[src/rtl/loader_pkg.sv]
// Shared definitions for the instruction loader.
//   state_t    : loader FSM states
//   LEN_BYTES  : bytes in the little-endian length field
//   CHK_BYTES  : bytes in the little-endian checksum field
//   WORD_BYTES : bytes per instruction word
package loader_pkg;

  typedef enum logic [2:0] {
    IDLE = 3'd0,
    LEN  = 3'd1,
    DATA = 3'd2,
    CHK  = 3'd3,
    DONE = 3'd4,
    ERR  = 3'd5
  } state_t;

  localparam int unsigned LEN_BYTES  = 4;
  localparam int unsigned CHK_BYTES  = 4;
  localparam int unsigned WORD_BYTES = 4;

  // True when a received length field describes a loadable image.
  function automatic logic len_ok(input logic [31:0] n, input logic [31:0] depth);
    return (n != 32'd0) && (n <= depth);
  endfunction

endpackage

[src/rtl/byte_packer.sv]
// Assembles a little-endian 32-bit word from a byte stream.
//   clk, rst    : clock, synchronous active-high reset
//   clear       : restart assembly at byte 0 (discards a partial word)
//   byte_valid  : a byte is accepted this cycle
//   byte_in     : the accepted byte
//   word_valid  : high in the cycle the 4th byte is accepted (combinational)
//   word        : assembled word, valid while word_valid is high
//   byte_cnt    : bytes of the current word already held (0..3)
module byte_packer (
  input  logic        clk,
  input  logic        rst,
  input  logic        clear,
  input  logic        byte_valid,
  input  logic [7:0]  byte_in,
  output logic        word_valid,
  output logic [31:0] word,
  output logic [1:0]  byte_cnt
);

  logic [1:0]  cnt;
  logic [23:0] acc;

  // The word is presented in the same cycle as its last byte so the
  // controller can register its decision on that edge (one-cycle latency).
  assign word_valid = byte_valid && (cnt == 2'd3);
  assign word       = {byte_in, acc};
  assign byte_cnt   = cnt;

  always_ff @(posedge clk) begin
    if (rst || clear) begin
      cnt <= 2'd0;
      acc <= 24'd0;
    end else if (byte_valid) begin
      // First byte ends up in [7:0]: shift new bytes in from the top.
      acc <= {byte_in, acc[23:8]};
      cnt <= cnt + 2'd1;
    end
  end

endmodule

[src/rtl/instr_loader.sv]
// Writer side of the instruction path. Receives a framed program image
// (length, data words, checksum; all little-endian) over a valid/ready byte
// link and writes the words into instruction memory from address 0 upward.
// The CPU is held in reset until a complete, checksum-verified image is in.
//   clk, rst    : clock, synchronous active-high reset
//   start       : begin a load (honoured in IDLE, DONE, ERR only)
//   in_valid    : byte present on in_byte
//   in_byte     : stream byte
//   in_ready    : loader accepts a byte this cycle
//   mem_we      : memory write strobe, one cycle per word
//   mem_addr    : word address of the write
//   mem_wdata   : word to write
//   cpu_hold    : keep CPU in reset (low only in DONE)
//   done        : image loaded and checksum matched (sticky)
//   error       : bad length or checksum mismatch (sticky)
//   word_count  : words written in the current/last load
//   dbg_state   : current FSM state
//
// Handshake: a byte transfers on a rising edge where in_valid && in_ready.
// in_ready depends only on the FSM state, never on in_valid; a source that
// sees in_ready low keeps the same byte on in_byte until it transfers.
module instr_loader
  import loader_pkg::*;
#(
  parameter int unsigned DEPTH_WORDS = 256,
  parameter int unsigned ADDR_W      = 8
) (
  input  logic              clk,
  input  logic              rst,
  input  logic              start,
  input  logic              in_valid,
  input  logic [7:0]        in_byte,
  output logic              in_ready,
  output logic              mem_we,
  output logic [ADDR_W-1:0] mem_addr,
  output logic [31:0]       mem_wdata,
  output logic              cpu_hold,
  output logic              done,
  output logic              error,
  output logic [ADDR_W:0]   word_count,
  output state_t            dbg_state
);

  localparam logic [31:0] DEPTH32 = 32'(DEPTH_WORDS);

  state_t          state;
  logic [ADDR_W:0] len_q;
  logic [31:0]     csum;

  logic            byte_acc;
  logic            start_ok;
  logic            word_valid;
  logic [31:0]     word;
  logic [1:0]      byte_cnt;

  assign in_ready  = (state == LEN) || (state == DATA) || (state == CHK);
  assign byte_acc  = in_valid && in_ready;
  assign start_ok  = start && ((state == IDLE) || (state == DONE) || (state == ERR));
  assign dbg_state = state;

  // Field boundaries always coincide with the packer wrapping to byte 0,
  // so the only extra clear needed is on entry to LEN.
  byte_packer u_packer (
    .clk        (clk),
    .rst        (rst),
    .clear      (start_ok),
    .byte_valid (byte_acc),
    .byte_in    (in_byte),
    .word_valid (word_valid),
    .word       (word),
    .byte_cnt   (byte_cnt)
  );

  always_ff @(posedge clk) begin
    if (rst) begin
      state      <= IDLE;
      len_q      <= '0;
      csum       <= 32'd0;
      mem_we     <= 1'b0;
      mem_addr   <= '0;
      mem_wdata  <= 32'd0;
      cpu_hold   <= 1'b1;
      done       <= 1'b0;
      error      <= 1'b0;
      word_count <= '0;
    end else begin
      mem_we <= 1'b0;
      case (state)
        IDLE, DONE, ERR: begin
          if (start_ok) begin
            state      <= LEN;
            len_q      <= '0;
            csum       <= 32'd0;
            mem_addr   <= '0;
            cpu_hold   <= 1'b1;
            done       <= 1'b0;
            error      <= 1'b0;
            word_count <= '0;
          end
        end

        LEN: begin
          if (word_valid) begin
            if (len_ok(word, DEPTH32)) begin
              state <= DATA;
              len_q <= word[ADDR_W:0];
            end else begin
              state <= ERR;
              error <= 1'b1;
            end
          end
        end

        DATA: begin
          if (word_valid) begin
            // word_count doubles as the write index; it steps together
            // with the strobe it accounts for.
            mem_we     <= 1'b1;
            mem_addr   <= word_count[ADDR_W-1:0];
            mem_wdata  <= word;
            csum       <= csum + word;
            word_count <= word_count + 1'b1;
            if (word_count + 1'b1 == len_q) begin
              state <= CHK;
            end
          end
        end

        CHK: begin
          if (word_valid) begin
            if (word == csum) begin
              state    <= DONE;
              done     <= 1'b1;
              cpu_hold <= 1'b0;
            end else begin
              state <= ERR;
              error <= 1'b1;
            end
          end
        end

        default: begin
          state <= IDLE;
        end
      endcase
    end
  end

endmodule

[config.mk]
export PLATFORM = sky130hd
export DESIGN_NAME = instr_loader
export DESIGN_NICKNAME = d
export VERILOG_FILES = /design/src/rtl/loader_pkg.sv /design/src/rtl/byte_packer.sv /design/src/rtl/instr_loader.sv
export SDC_FILE = /design/constraint.sdc
export NUM_CORES = 1
export LEC_CHECK = 0
export BUFFER_PORTS_ARGS = -buffer_cell sky130_fd_sc_hd__clkbuf_2
export CELL_PAD_IN_SITES_DETAIL_PLACEMENT = 1
export CELL_PAD_IN_SITES_GLOBAL_PLACEMENT = 1
export CORE_MARGIN = 2
export CORE_UTILIZATION = 49
export CTS_BUF_LIST = sky130_fd_sc_hd__clkbuf_4 sky130_fd_sc_hd__clkbuf_8
export CTS_CLUSTER_SIZE = 24
export DETAILED_ROUTE_END_ITERATION = 8
export PLACE_DENSITY_LB_ADDON = 0.1
export SYNTH_ARGS = -nofsm -noshare
export SYNTH_HDL_FRONTEND = slang
export SYNTH_SLANG_ARGS = --single-unit
[constraint.sdc]
create_clock -name clk -period 6.1 [get_ports clk]
set_clock_uncertainty 0.15 [all_clocks]
set_input_delay 0.61 -clock clk [delete_from_list [all_inputs] [get_ports clk]]
set_output_delay 0.61 -clock clk [all_outputs]
set_load 0.02 [all_outputs]
==> results.toml <==
[critical_path]
critical_path_end_type = "flip-flop"
worst_path_largest_cell_delay_ns = 0.45
crit_fanout = 5
crit_path_frequent_cell = "o21ai_1"
cp.arrival_ns = 3.39
critical_path_buf_inv_count = 0
critical_path_slowest_stage_cell = "a211oi_1"
r2r-start = "u_packer.acc[0]$_SDFFE_PP0P_"
setup.worst_path.start = "u_packer.acc[0]$_SDFFE_PP0P_"
worst_setup_path_start_kind = "flip-flop"
worst_ep_required_time_ns = 6.26
critical_path.top_delay_family = "compound AO/OA/AOI/OAI gates"
critPathKind = "reg -> reg"
crit_path_cell_trace = "ha_1 > fa_1 > a21o_1 > a221oi_2 > o32a_1 > o21ai_1 > a211oi_1 > a22oi_1 > xnor2_1 > o21ai_1"

[sta]
rsz0062_at_grt = "no"
layout_worst_path_cycle_share_pct = 52.94
tns_ns = 0
min_period_ns = 3.229
final_max_slew_viol_count = 0
slew_headroom_pct = 32.95
tightestPinTransition_ns = 1.006
fmax_mhz = 309.7
final_hold_viol_count = 0
finish_stage_setup_viols = 0
timing.final.ws_setup_ns = 2.871

[yosys]
synth_flop_cell = "dfxtp_1"
postSynthNetCount = 870
post_synth_design_cell_area_sq_um = 6539
post_synth_xor_area_fraction_pct = 5.224
syn-mean-instance-area_sq_um = 7.935
synth.area.top_cells = "dfxtp_1, nand2_1, a21oi_1, ha_1, nor2_1"
synth-simple-area-share_pct = 21.68
synth.mux.area_fraction_pct = 0.3062
synth_top_area_share_pct = 37.66
ys_types = 69
yosys-top-cells-count = "nand2_1, dfxtp_1, a21oi_1, nor2_1, clkbuf_1"
synth_sequential_area_ratio_pct = 37.66
synth_top_family_by_area = "compound AO/OA/AOI/OAI gates"
synth_largest_area_cell = "dfxtp_1"
synth-compound-area-share_pct = 24.19
yosys.area_share.adder_pct = 6.621
ys.warnings.count = 0
synthCells = 824
async_flop_share_pct = 0
synth_edf_count = 0
ys_seq_elements = 123
post-synth-top-count-cell = "nand2_1"

[route]
final_antenna_violating_net_count = 0
route.detailed.drc = 0
drt_first_iter_violations = 338
routed_wl_mm = 20.18
detail_route.vias_per_cell = 5.973
dr_total_vias = 6260
wl_per_cell_um = 19.26
drtPass1Iterations = 5

[layout]
share_of_post_route_cells_with_drive_strength_above_1_pct = 13.99
n_fill_cell = 1674
area.growth.synth_to_final_pct = 10.96
num-nets-final = 905
antenna_diode_instance_count = 0

[clock_tree]
hold_buffers = 0
clock_buffers_created_by_tritoncts = 17
cts_setup_buffers = 0
max_h_tree_level = 4
insertion_delay_ns = 0.45
cts_tree = "built"
cts-resized-gates = 0
register_clock_pin_slew_on_the_reported_worst_setup_and_hold_paths_ns = 0.08
cts.sink_count = 123
clock_path_buffers = 2
clock-root-buffer = "clkbuf_8"

[die]
io_pins = 69
std_cell_rows = 42
die_area_sq_um = 14290
placeable_area_sq_um = 13140
die-width_um = 119.5
chipHeight_um = 119.5
floorplan.initialDensity_pct = 49.77

[power]
share_comb_of_total_power_pct = 5.5
power_leakage_nw = 2.963
share_clk_of_total_power_pct = 42.8
power.sequential.fraction_pct = 51.6
power_report.internal_total_mw = 1.142
net_switching_power_of_the_design_mw = 0.4286
powerDensity_nw_per_um2 = 216.4
switching_share_pct = 27.29
vdd_drop_max_v = 0.0001355

[place]
place_hpwl_mm = 14.33
buffer_ports.inserted = 68
placement.setup.worst_slack_ns = 2.997
place_congestion = 0.9226

[run_status]
status = "complete, no violations"

[hold_path]
worstHoldPathType = "in -> reg"
worst_hold_startpoint = "in_byte[4]"

[global_route]
grtUsageTotal_pct = 29.06
grt_overflow_total = 0
grt_pass1_vias = 6430
grt_pass1_wl_mm = 32.99
number_of_antenna_violations_at_the_first_check_in_global_routing = 0
grt_start_max_net_pins = 52

[run]
max-cap-violations = 0
==> layout make-up <==
| class | instances | area [sq um] | share of cell area, % |
|---|---|---|---|
| Tap cell | 176 | 220.2 | 3.035 |
| Clock buffer | 20 | 275.3 | 3.794 |
| Multi-Input combinational cell | 636 | 3804 | 52.42 |
| Clock inverter | 12 | 90.09 | 1.242 |
| Timing Repair Buffer | 72 | 370.4 | 5.104 |
| Sequential cell | 123 | 2462 | 33.94 |
| Inverter | 9 | 33.78 | 0.4656 |
==> layer usage <==
layer | vias up | routed length, um | GRT usage [%]
li1 | 2995 | - | -
met1 | 3056 | 8630 | 35.12
met2 | 166 | 10050 | 50.68
met3 | 43 | 892 | 4.895
met4 | 0 | 610 | 12.87
met5 | - | 0 | 0
==> power groups by stage <==
stage | logic (mW) | registers [mW] | clock network (mW)
3_3_place_gp | 0.0839 | 0.829 | 0
3_5_place_dp | 0.0858 | 0.829 | 0
6_report | 0.0869 | 0.811 | 0.673
5_1_grt | 0.0950 | 0.811 | 0.716
4_1_cts | 0.0865 | 0.811 | 0.681
2_1_floorplan | 0.0595 | 0.828 | 0
==> final timing paths <==
check,to,slack (ns),cells after the start
setup / recovery,csum[28]$_SDFFE_PP0P_,2.87,10
hold / removal,u_packer.acc[20]$_SDFFE_PP0P_,0.30,3
setup reg to reg,csum[28]$_SDFFE_PP0P_,2.87,10
hold reg to reg,mem_wdata[1]$_SDFFE_PP0P_,0.31,2
==> registers in the layout (all words and copies together) (netlist names) <==
signal             cells
error                  1
mem_addr               8
done                   1
csum                  32
u_packer.acc          24
word_count             9
cpu_hold               1
mem_we                 1
dbg_state              3
len_q                  9
mem_wdata             32
u_packer.byte_cnt      2
==> cell families (layout without fill, tap and decap cells) <==
logic type,after synthesis,in the layout
AOI/OAI and AO/OA,245,245
muxes,2,2
DFF,123,123
and+or+nand+nor,316,316
xor gates and xnor gates,39,39
adders and majority gates,34,34
buffers and inverters,65,113
==> through the flow <==
stage | area [sq um] | instances | power [mW] | utilization, % | hold WS [ns]
floorplan | 6539 | 824 | 0.8875 | - | 0.2791
global placement | 6890 | 1016 | 0.9130 | 52.45 | 0.2925
detailed placement | 6890 | 1016 | 0.9152 | 52.45 | 0.3000
CTS | 7256 | 1048 | 1.578 | 55.23 | 0.2702
global route | 7256 | 1048 | 1.622 | 55.23 | 0.2928
finish | 7256 | 1048 | 1.570 | 55.23 | 0.2976
==> placed cells by master (no fill, tap or decap), drive strengths merged, types with 5 or more instances in the layout <==
master / Yosys / routed
nor2b: 9 / 9
dfxtp: 123 / 123
xnor2: 20 / 20
o21a: 6 / 6
nand3: 12 / 12
nand2b: 5 / 5
xor2: 19 / 19
and3: 10 / 10
a211oi: 9 / 9
nand4: 6 / 6
a22oi: 30 / 30
nor2: 68 / 68
a31oi: 7 / 7
clkbuf: 43 / 88
nor3: 10 / 10
and2: 6 / 6
nor4: 17 / 17
a21o: 27 / 27
or3: 7 / 7
nand2: 154 / 154
inv: 9 / 11
clkinvlp: 0 / 6
o21ai: 38 / 38
ha: 33 / 33
a21oi: 96 / 96
==> worst min-delay path: stages <==
cell      delay (ns)
clkbuf_2        0.12
nand2_1         0.06
a21oi_1         0.05
Note: power is estimated with default switching activity, not from simulation.
